**src/rtl/pid_pkg.sv**
```systemverilog
// Shared types for the PID multiply sequencer: datapath width, word type and FSM states.
package pid_pkg;

  localparam int unsigned W = 16;

  typedef logic [W-1:0] word_t;

  typedef enum logic [1:0] {
    IDLE  = 2'd0,
    MUL_P = 2'd1,
    MUL_I = 2'd2,
    MUL_D = 2'd3
  } state_t;

endpackage

```
**src/rtl/pid_mul_sequencer_mul16.sv**
```systemverilog
// Shared 16x16 combinational multiplier; returns the low word of the product,
// which is the same for signed and unsigned operands.
module pid_mul16
  import pid_pkg::*;
(
  input  word_t a,
  input  word_t b,
  output word_t p
);

  logic [2*W-1:0] full;

  assign full = {{W{1'b0}}, a} * {{W{1'b0}}, b};
  assign p    = full[W-1:0];

endmodule

```
**src/rtl/pid_mul_sequencer.sv**
```systemverilog
// PID output u = Kp*e + Ki*I + Kd*D computed over three cycles on one shared multiplier.
module pid_mul_sequencer
  import pid_pkg::*;
#(
  parameter int unsigned W = 16
) (
  input  logic         clk,
  input  logic         rst_n,
  input  logic         start,
  input  logic         clr,
  input  logic [W-1:0] err_in,
  input  logic [W-1:0] kp,
  input  logic [W-1:0] ki,
  input  logic [W-1:0] kd,
  output logic         busy,
  output logic         done,
  output logic [W-1:0] u_out,
  output logic [W-1:0] integ_out
);

  state_t state_q, state_d;
  word_t  e_q, e_d;
  word_t  e_prev_q, e_prev_d;
  word_t  integ_q, integ_d;
  word_t  kp_q, kp_d;
  word_t  ki_q, ki_d;
  word_t  kd_q, kd_d;
  word_t  sum_q, sum_d;
  word_t  u_q, u_d;
  logic   done_q, done_d;

  word_t  op_a, op_b, prod;

  pid_mul16 u_mul (
    .a (op_a),
    .b (op_b),
    .p (prod)
  );

  // Operands depend on state only, so the multiplier is quiet while idle.
  always_comb begin
    op_a = '0;
    op_b = '0;
    case (state_q)
      MUL_P: begin
        op_a = kp_q;
        op_b = e_q;
      end
      MUL_I: begin
        op_a = ki_q;
        op_b = integ_q;
      end
      MUL_D: begin
        op_a = kd_q;
        op_b = e_q - e_prev_q;
      end
      default: begin
        op_a = '0;
        op_b = '0;
      end
    endcase
  end

  always_comb begin
    state_d  = state_q;
    e_d      = e_q;
    e_prev_d = e_prev_q;
    integ_d  = integ_q;
    kp_d     = kp_q;
    ki_d     = ki_q;
    kd_d     = kd_q;
    sum_d    = sum_q;
    u_d      = u_q;
    done_d   = 1'b0;

    case (state_q)
      IDLE: begin
        if (start) begin
          e_d     = err_in;
          kp_d    = kp;
          ki_d    = ki;
          kd_d    = kd;
          // A clear arriving with the sample restarts history from this sample.
          integ_d = (clr ? '0 : integ_q) + err_in;
          if (clr) e_prev_d = '0;
          state_d = MUL_P;
        end else if (clr) begin
          integ_d  = '0;
          e_prev_d = '0;
        end
      end
      MUL_P: begin
        sum_d   = prod;
        state_d = MUL_I;
      end
      MUL_I: begin
        sum_d   = sum_q + prod;
        state_d = MUL_D;
      end
      MUL_D: begin
        u_d      = sum_q + prod;
        done_d   = 1'b1;
        e_prev_d = e_q;
        state_d  = IDLE;
      end
      default: state_d = IDLE;
    endcase
  end

  always_ff @(posedge clk or negedge rst_n) begin
    if (!rst_n) begin
      state_q  <= IDLE;
      e_q      <= '0;
      e_prev_q <= '0;
      integ_q  <= '0;
      kp_q     <= '0;
      ki_q     <= '0;
      kd_q     <= '0;
      sum_q    <= '0;
      u_q      <= '0;
      done_q   <= 1'b0;
    end else begin
      state_q  <= state_d;
      e_q      <= e_d;
      e_prev_q <= e_prev_d;
      integ_q  <= integ_d;
      kp_q     <= kp_d;
      ki_q     <= ki_d;
      kd_q     <= kd_d;
      sum_q    <= sum_d;
      u_q      <= u_d;
      done_q   <= done_d;
    end
  end

  assign busy      = (state_q != IDLE);
  assign done      = done_q;
  assign u_out     = u_q;
  assign integ_out = integ_q;

endmodule

```
**config.mk**
```make
export PLATFORM = sky130hd
export DESIGN_NAME = pid_mul_sequencer
export DESIGN_NICKNAME = d
export VERILOG_FILES = /design/src/rtl/pid_pkg.sv /design/src/rtl/pid_mul_sequencer_mul16.sv /design/src/rtl/pid_mul_sequencer.sv
export SDC_FILE = /design/constraint.sdc
export NUM_CORES = 1
export LEC_CHECK = 0
export ABC_AREA = 1
export CAP_MARGIN = 20
export CELL_PAD_IN_SITES_DETAIL_PLACEMENT = 0
export CELL_PAD_IN_SITES_GLOBAL_PLACEMENT = 2
export CORE_ASPECT_RATIO = 1.4
export CORE_MARGIN = 3
export CORE_UTILIZATION = 37
export CTS_CLUSTER_SIZE = 20
export DETAILED_ROUTE_END_ITERATION = 7
export PLACE_DENSITY_LB_ADDON = 0.15
export SLEW_MARGIN = 20
export SYNTH_ARGS = -nofsm -noshare
export SYNTH_HDL_FRONTEND = slang
export SYNTH_SLANG_ARGS = --single-unit
```
**constraint.sdc**
```tcl
create_clock -name clk -period 11.15 [get_ports clk]
set_clock_uncertainty 0.05 [all_clocks]
set_input_delay 2.23 -clock clk [delete_from_list [all_inputs] [get_ports clk]]
set_output_delay 2.23 -clock clk [all_outputs]
set_load 0.02 [all_outputs]
```
## Yosys cells after proc, flatten, opt, wreduce, memory -nomap -nowiden

Index checks and enable logic that the tools add are counted.

| operators by class | value |
|---|---|
| $add $sub $neg | 3 |
| multipliers | 1 |
| equal/unequal tests | 5 |
| mux-type cells | 10 |
| reduce and logical (&&, ||, !) cells | 6 |

Operator list:

| kind | count |
|---|---|
| case mux 16 bit (3 select lines) | 2 |
| case mux 16 bit (2 select lines) | 2 |
| two-way mux 16 bit | 3 |
| adder 16 bit | 2 |
| multiplier 16 x 16 -> 16 bit | 1 |
| subtractor 16 bit | 1 |
| case mux 2 bit (4 select lines) | 1 |
| nonzero test 2 bit | 3 |
| == test 2 bit (second input constant) | 2 |
| inequality test 2 bit (second input constant) | 2 |
| AND reduction 2 bit | 2 |
| == test 2 x 1 -> 1 bit (second input constant) | 1 |
| zero test 2 bit | 1 |
| two-way mux 2 bit | 1 |
| two-way mux 1 bit | 1 |

| word-level totals | value |
|---|---|
| register bits after elaboration | 131 |
| input bits | 68 |
| output and inout bits | 34 |
| logic and storage cells | 35 |

## Longest topological paths before layout

| logic depth | value |
|---|---|
| depth after elaboration | 5 |
| mapped depth | 49 |
| depth with buffers taken out | 49 |

## Modules after synthesis

Synthesis repeated with hierarchy kept, for this count alone.

| unflattened totals | value |
|---|---|
| cell total of the unflattened synthesis | 1888 |
| area, all modules | 12856.1 sq um |

By module, submodules not included:

| module | times used | cells an instance | area each (sq um) | sequential area each (sq um) |
|---|---|---|---|---|
| pid_mul_sequencer | 1 | 1245 | 8484.4 | 3278.1 |
| pid_mul16 | 1 | 643 | 4371.7 | 0.0 |

## Least setup slack after synthesis

OpenSTA, ideal clock, no wires.

| path | value |
|---|---|
| path kind | flip-flop to flip-flop |
| from | register e_q[0] |
| to | register sum_q[15] |
| setup time | 0.117 ns |
| data arrival time | 7.212 ns |
| required time | 10.983 ns |
| path slack | 3.772 ns |
| cell stages (with the launch flop) | 47 |
| buffers on the path | 0 |
| clock period less this slack | 7.378 ns |
| cells stage by stage | dfrtp_1 -> inv_1 -> ha_1 -> inv_1 -> fa_1 -> nand2_1 -> nand2_1 -> nand3_1 -> nand2_1 -> o21ai_0 -> nand2_1 -> inv_1 -> nor2_1 -> fa_1 -> inv_1 -> fa_1 -> inv_1 -> ha_1 -> [... 11 more ...] -> a21oi_1 -> inv_1 -> a21oi_1 -> nor2_1 -> nor2_1 -> xor2_1 -> inv_1 -> ha_1 -> nand2_1 -> inv_1 -> nand2_1 -> o41ai_1 -> xor2_1 -> inv_1 -> nand2_1 -> nand3_1 -> nand2_1 -> nand2_1 |

| between the ends | value |
|---|---|
| cells in the longest elaborated chain, start to end | 5 |

RTL lines:

| what | RTL line | source |
|---|---|---|
| start, declared | pid_mul_sequencer.sv:22 | `word_t e_q, e_d;` |
| start signal, assigned | pid_mul_sequencer.sv:113 | `e_q <= '0;` |
| start signal, assigned | pid_mul_sequencer.sv:124 | `e_q <= e_d;` |
| subtractor 16 bit | pid_mul_sequencer.sv:55 | `op_b = e_q - e_prev_q;` |
| case mux 16 bit (3 select lines) * | pid_mul_sequencer.sv:44 | `case (state_q)` |
| multiplier 16 x 16 -> 16 bit * | pid_mul_sequencer_mul16.sv:13 | `assign full = {{W{1'b0}}, a} * {{W{1'b0}}, b};` |
| adder 16 bit | pid_mul_sequencer.sv:97 | `sum_d = sum_q + prod;` |
| case mux 16 bit (2 select lines) * | pid_mul_sequencer.sv:76 | `case (state_q)` |
| end signal, assigned | pid_mul_sequencer.sv:130 | `sum_q <= sum_d;` |
| end, declared | pid_mul_sequencer.sv:28 | `word_t sum_q, sum_d;` |

Mark *: on every way between the ends. The rest lies on a longest branch, timed or not.
A chain may end at the register's enable or synchronous reset.

## Worst setup path after layout

| path | value |
|---|---|
| from | register state_q[0] |
| to | register sum_q[15] |

| between the ends | value |
|---|---|
| cells in the longest elaborated chain, start to end | 5 |
| elaborated cells between the ends (all ways) | 9 |
| classes of those cells | add/sub: 1; mul: 1; eq/ne: 3; mux: 3; reduce/logical: 1 |

RTL lines:

| what | RTL line | source |
|---|---|---|
| start, declared | pid_mul_sequencer.sv:21 | `state_t state_q, state_d;` |
| start signal, assigned | pid_mul_sequencer.sv:123 | `state_q <= state_d;` |
| == test 2 bit, or another cell as far along | pid_mul_sequencer.sv:44 |  |
| case mux 16 bit (3 select lines) | pid_mul_sequencer.sv:44 |  |
| multiplier 16 x 16 -> 16 bit | pid_mul_sequencer_mul16.sv:13 |  |
| adder 16 bit | pid_mul_sequencer.sv:97 |  |
| case mux 16 bit (2 select lines) | pid_mul_sequencer.sv:76 |  |

Parallel ways exist; a longest one is shown, timed or not.

==> flow_metrics.py <==
metrics = {
    "detailed_routing": {
        "postRouteAntennaNets": 0,
        "vias": 10700,
        "initialDrtViolationCount": 540,
        "remaining_drc_errors": 0,
        "via_per_inst": 4.80,
        "finalWirelength_um": 36200,
        "drt-wirelength-per-cell_um": 16.2,
        "first_pass_iters": 5,
    },
    "global_route": {
        "grt.total_usage": 0.210,
        "grt_antenna_before_repair": 0,
        "grt_overflow": 0,
        "grt_pass1_vias": 11300,
        "grt_max_degree": 77,
        "grt_pass1_wl_um": 58800,
    },
    "critical_path": {
        "cp_slowest_stage_delay_ns": 0.54,
        "start_kind": "register",
        "cp_common_cell": "inv_1",
        "r2r_cells": 43,
        "slowest_stage": "fa_1",
        "arrival_ns": 8.68,
        "critPathKind": "reg2reg",
        "worstSetupEndpointType": "register",
        "critPathRequiredTime_ns": 11.43,
        "cp_max_fo": 35,
    },
    "floorplanning": {
        "die_w_um": 160,
        "die_area_sq_mm": 0.0352,
        "rows": 78,
        "core_sq_mm": 0.0325,
        "die_h_um": 221,
        "num_io_pins": 102,
        "start_util": 0.376,
    },
    "synth": {
        "muxShareOfSynthArea": 0,
        "synth-xor-area-share": 0.0222,
        "syn_inst": 1703,
        "synth_area_sq_mm": 0.0122,
        "syn_avg_cell_area_sq_um": 7.17,
        "synthFlopType": "dfrtp_1",
        "syn-num-nets": 1953,
        "yosys-top-cells-area": "dfrtp_1 27%, nand2_1 18%, fa_1 14%, ha_1 10%, inv_1 8.4%",
        "synth_top_area_cell": "dfrtp_1",
        "async_reset_ff_frac": 1.00,
        "synth_top_family_by_area": "simple AND/OR/NAND/NOR gates",
        "synth_top_area_frac": 0.269,
        "ys_types": 46,
        "synth_edf_count": 0,
        "synth-simple-area-share": 0.279,
        "seq_area_frac_synth": 0.269,
        "ys_warn_count": 0,
        "synthAdderAreaFrac": 0.238,
        "synth-compound-area-share": 0.0870,
        "ys_ff_latch": 131,
    },
    "clocking": {
        "htree_num_levels": 4,
        "clock_path_buffers": 2,
        "numClockSinks": 131,
        "cts_resized": 0,
        "cts_setup_buffers": 0,
        "cts_tree": "built",
        "cts_buffers": 17,
        "clkTransAtPathRegs_ns": 0.06,
        "cts_hold_buffers": 0,
        "cts_root_buffer": "clkbuf_16",
        "clock_latency_ns": 0.43,
    },
    "sta": {
        "tightest_slew_ns": 0.883,
        "rsz0062_at_grt": "no",
        "hold_violations": 0,
        "fin_tns_setup_ns": 0,
        "drv_slew": 0,
        "clock.fmax_mhz": 119,
        "fin_crit_ns": 8.41,
        "finalCritPeriodShare": 0.754,
        "setup_viol": 0,
        "relSlewSlack": 0.411,
    },
    "cells_and_area": {
        "drive_gt1_frac": 0.0439,
        "nNetsFinal": 2035,
        "register_area_sq_mm": 0.00328,
        "syn_to_final_growth_pct": 16.3,
        "multiInputGateArea_sq_mm": 0.00765,
        "nFillCells": 3459,
    },
    "place": {
        "gp_congestion": 0.912,
        "io_buffer_count": 101,
        "dpl.hpwl_um": 29100,
    },
    "flow_run": {
        "max_cap_violations": 0,
    },
    "hold_path": {
        "min_path_cells": 2,
        "hold_path.class": "reg2reg",
    },
    "status": {
        "outcome": "complete, no violations",
    },
}
[flip-flops by register name, summed over array words and instances (netlist names), 16 cells and up]
name / cells
integ_out: 16
kd_q: 16
e_q: 16
u_out: 16
ki_q: 16
kp_q: 16
sum_q: 16
e_prev_q: 16
[synthesized netlist by cell type (6+ instances only)]
library cell  count
buf_1             6
xnor2_1          11
a21oi_1          74
o211ai_1          6
nand2_1         588
fa_1             83
nand2_2          15
inv_2             7
o21ai_0          73
xor2_1           20
clkbuf_1         29
nand3_1         101
ha_1             99
buf_2             6
dfrtp_1         131
nor2_1          108
inv_1           274
nand3b_1          7
[metrics by stage]
| step | instance area (sq um) | std cells | utilization | hold WS [ns] | worst slack [ns] |
|---|---|---|---|---|---|
| 3_3_place_gp | 13600 | 2206 | 0.419 | 0.409 | 2.78 |
| 4_1_cts | 14200 | 2238 | 0.437 | 0.435 | 2.67 |
| 3_5_place_dp | 13600 | 2206 | 0.419 | 0.416 | 2.69 |
| 5_1_grt | 14200 | 2238 | 0.437 | 0.447 | 2.01 |
| 6_report | 14200 | 2239 | 0.437 | 0.427 | 2.74 |
| 2_1_floorplan | 12200 | 1703 | - | 0.399 | 3.77 |
[layer usage]
metal,routed length (um),GRT usage,share of wire
met3,855,0.0270,0.024
met1,15300,0.251,0.42
met5,0,0,0
met4,1140,0.0743,0.032
met2,19000,0.385,0.52
[layout make-up]
class | count | area share
antenna | 1 | 0.000176
clock buffer | 18 | 0.0309
clock inverter | 14 | 0.00829
inverter | 285 | 0.0757
multi-input combinational | 1240 | 0.539
sequential | 131 | 0.231
tap | 440 | 0.0388
timing repair buffer | 110 | 0.0761
[worst paths after layout]
path | startpoint | endpoint | slack (ns)
worst min register to register | u_out[1]$_DFFE_PN0P_ | u_out[1]$_DFFE_PN0P_ | 0.43
worst max-delay path | state_q[0]$_DFFE_PN0P_ | sum_q[15]$_DFFE_PN0P_ | 2.74
min in group asynchronous | rst_n | integ_out[12]$_DFFE_PN0P_ | 1.76
worst min-delay path | u_out[1]$_DFFE_PN0P_ | u_out[1]$_DFFE_PN0P_ | 0.43
worst max register to register | state_q[0]$_DFFE_PN0P_ | sum_q[15]$_DFFE_PN0P_ | 2.74
max in group asynchronous | rst_n | ki_q[6]$_DFFE_PN0P_ | 7.98
[cell usage in the layout, fill, tap and decap left out, types with 4 or more instances in the layout]
master and instances:
nand2_1 587, inv_1 274, dfrtp_1 131, nor2_1 108, nand3_1 101, clkdlybuf4s50_1 100
ha_1 98, fa_1 83, a21oi_1 74, o21ai_0 73, xor2_1 20, clkbuf_16 17
nand2_2 16, xnor2_1 11, buf_4 9, inv_2 8, nand3b_1 7, o211ai_1 6
o21bai_1 5, nor3_1 5, o21a_1 5, o22ai_1 5, inv_6 5, clkinvlp_4 5
o21ai_1 4
[kinds of logic (layout without fill, tap and decap cells)]
family,Yosys count,count (layout)
other,0,1
xor gates and xnor gates,31,31
adders and majority gates,182,182
and+or+nand+nor,838,838
buffers and inverters,332,427
AOI/OAI and AO/OA,189,189
DFF,131,131
[critical path: cells and delay by family, from the launching register on]
kind	cells	cell delay, ns
AOI/OAI and AO/OA	6	1.24
xor gates and xnor gates	2	0.38
adders and majority gates	9	3.48
buffers and inverters	12	1.63
DFF	1	0.38
and+or+nand+nor	14	1.12
Power is left out: the tool's default activity adds up to more than one toggle a clock period on the data nets, which glitch-free logic cannot reach.
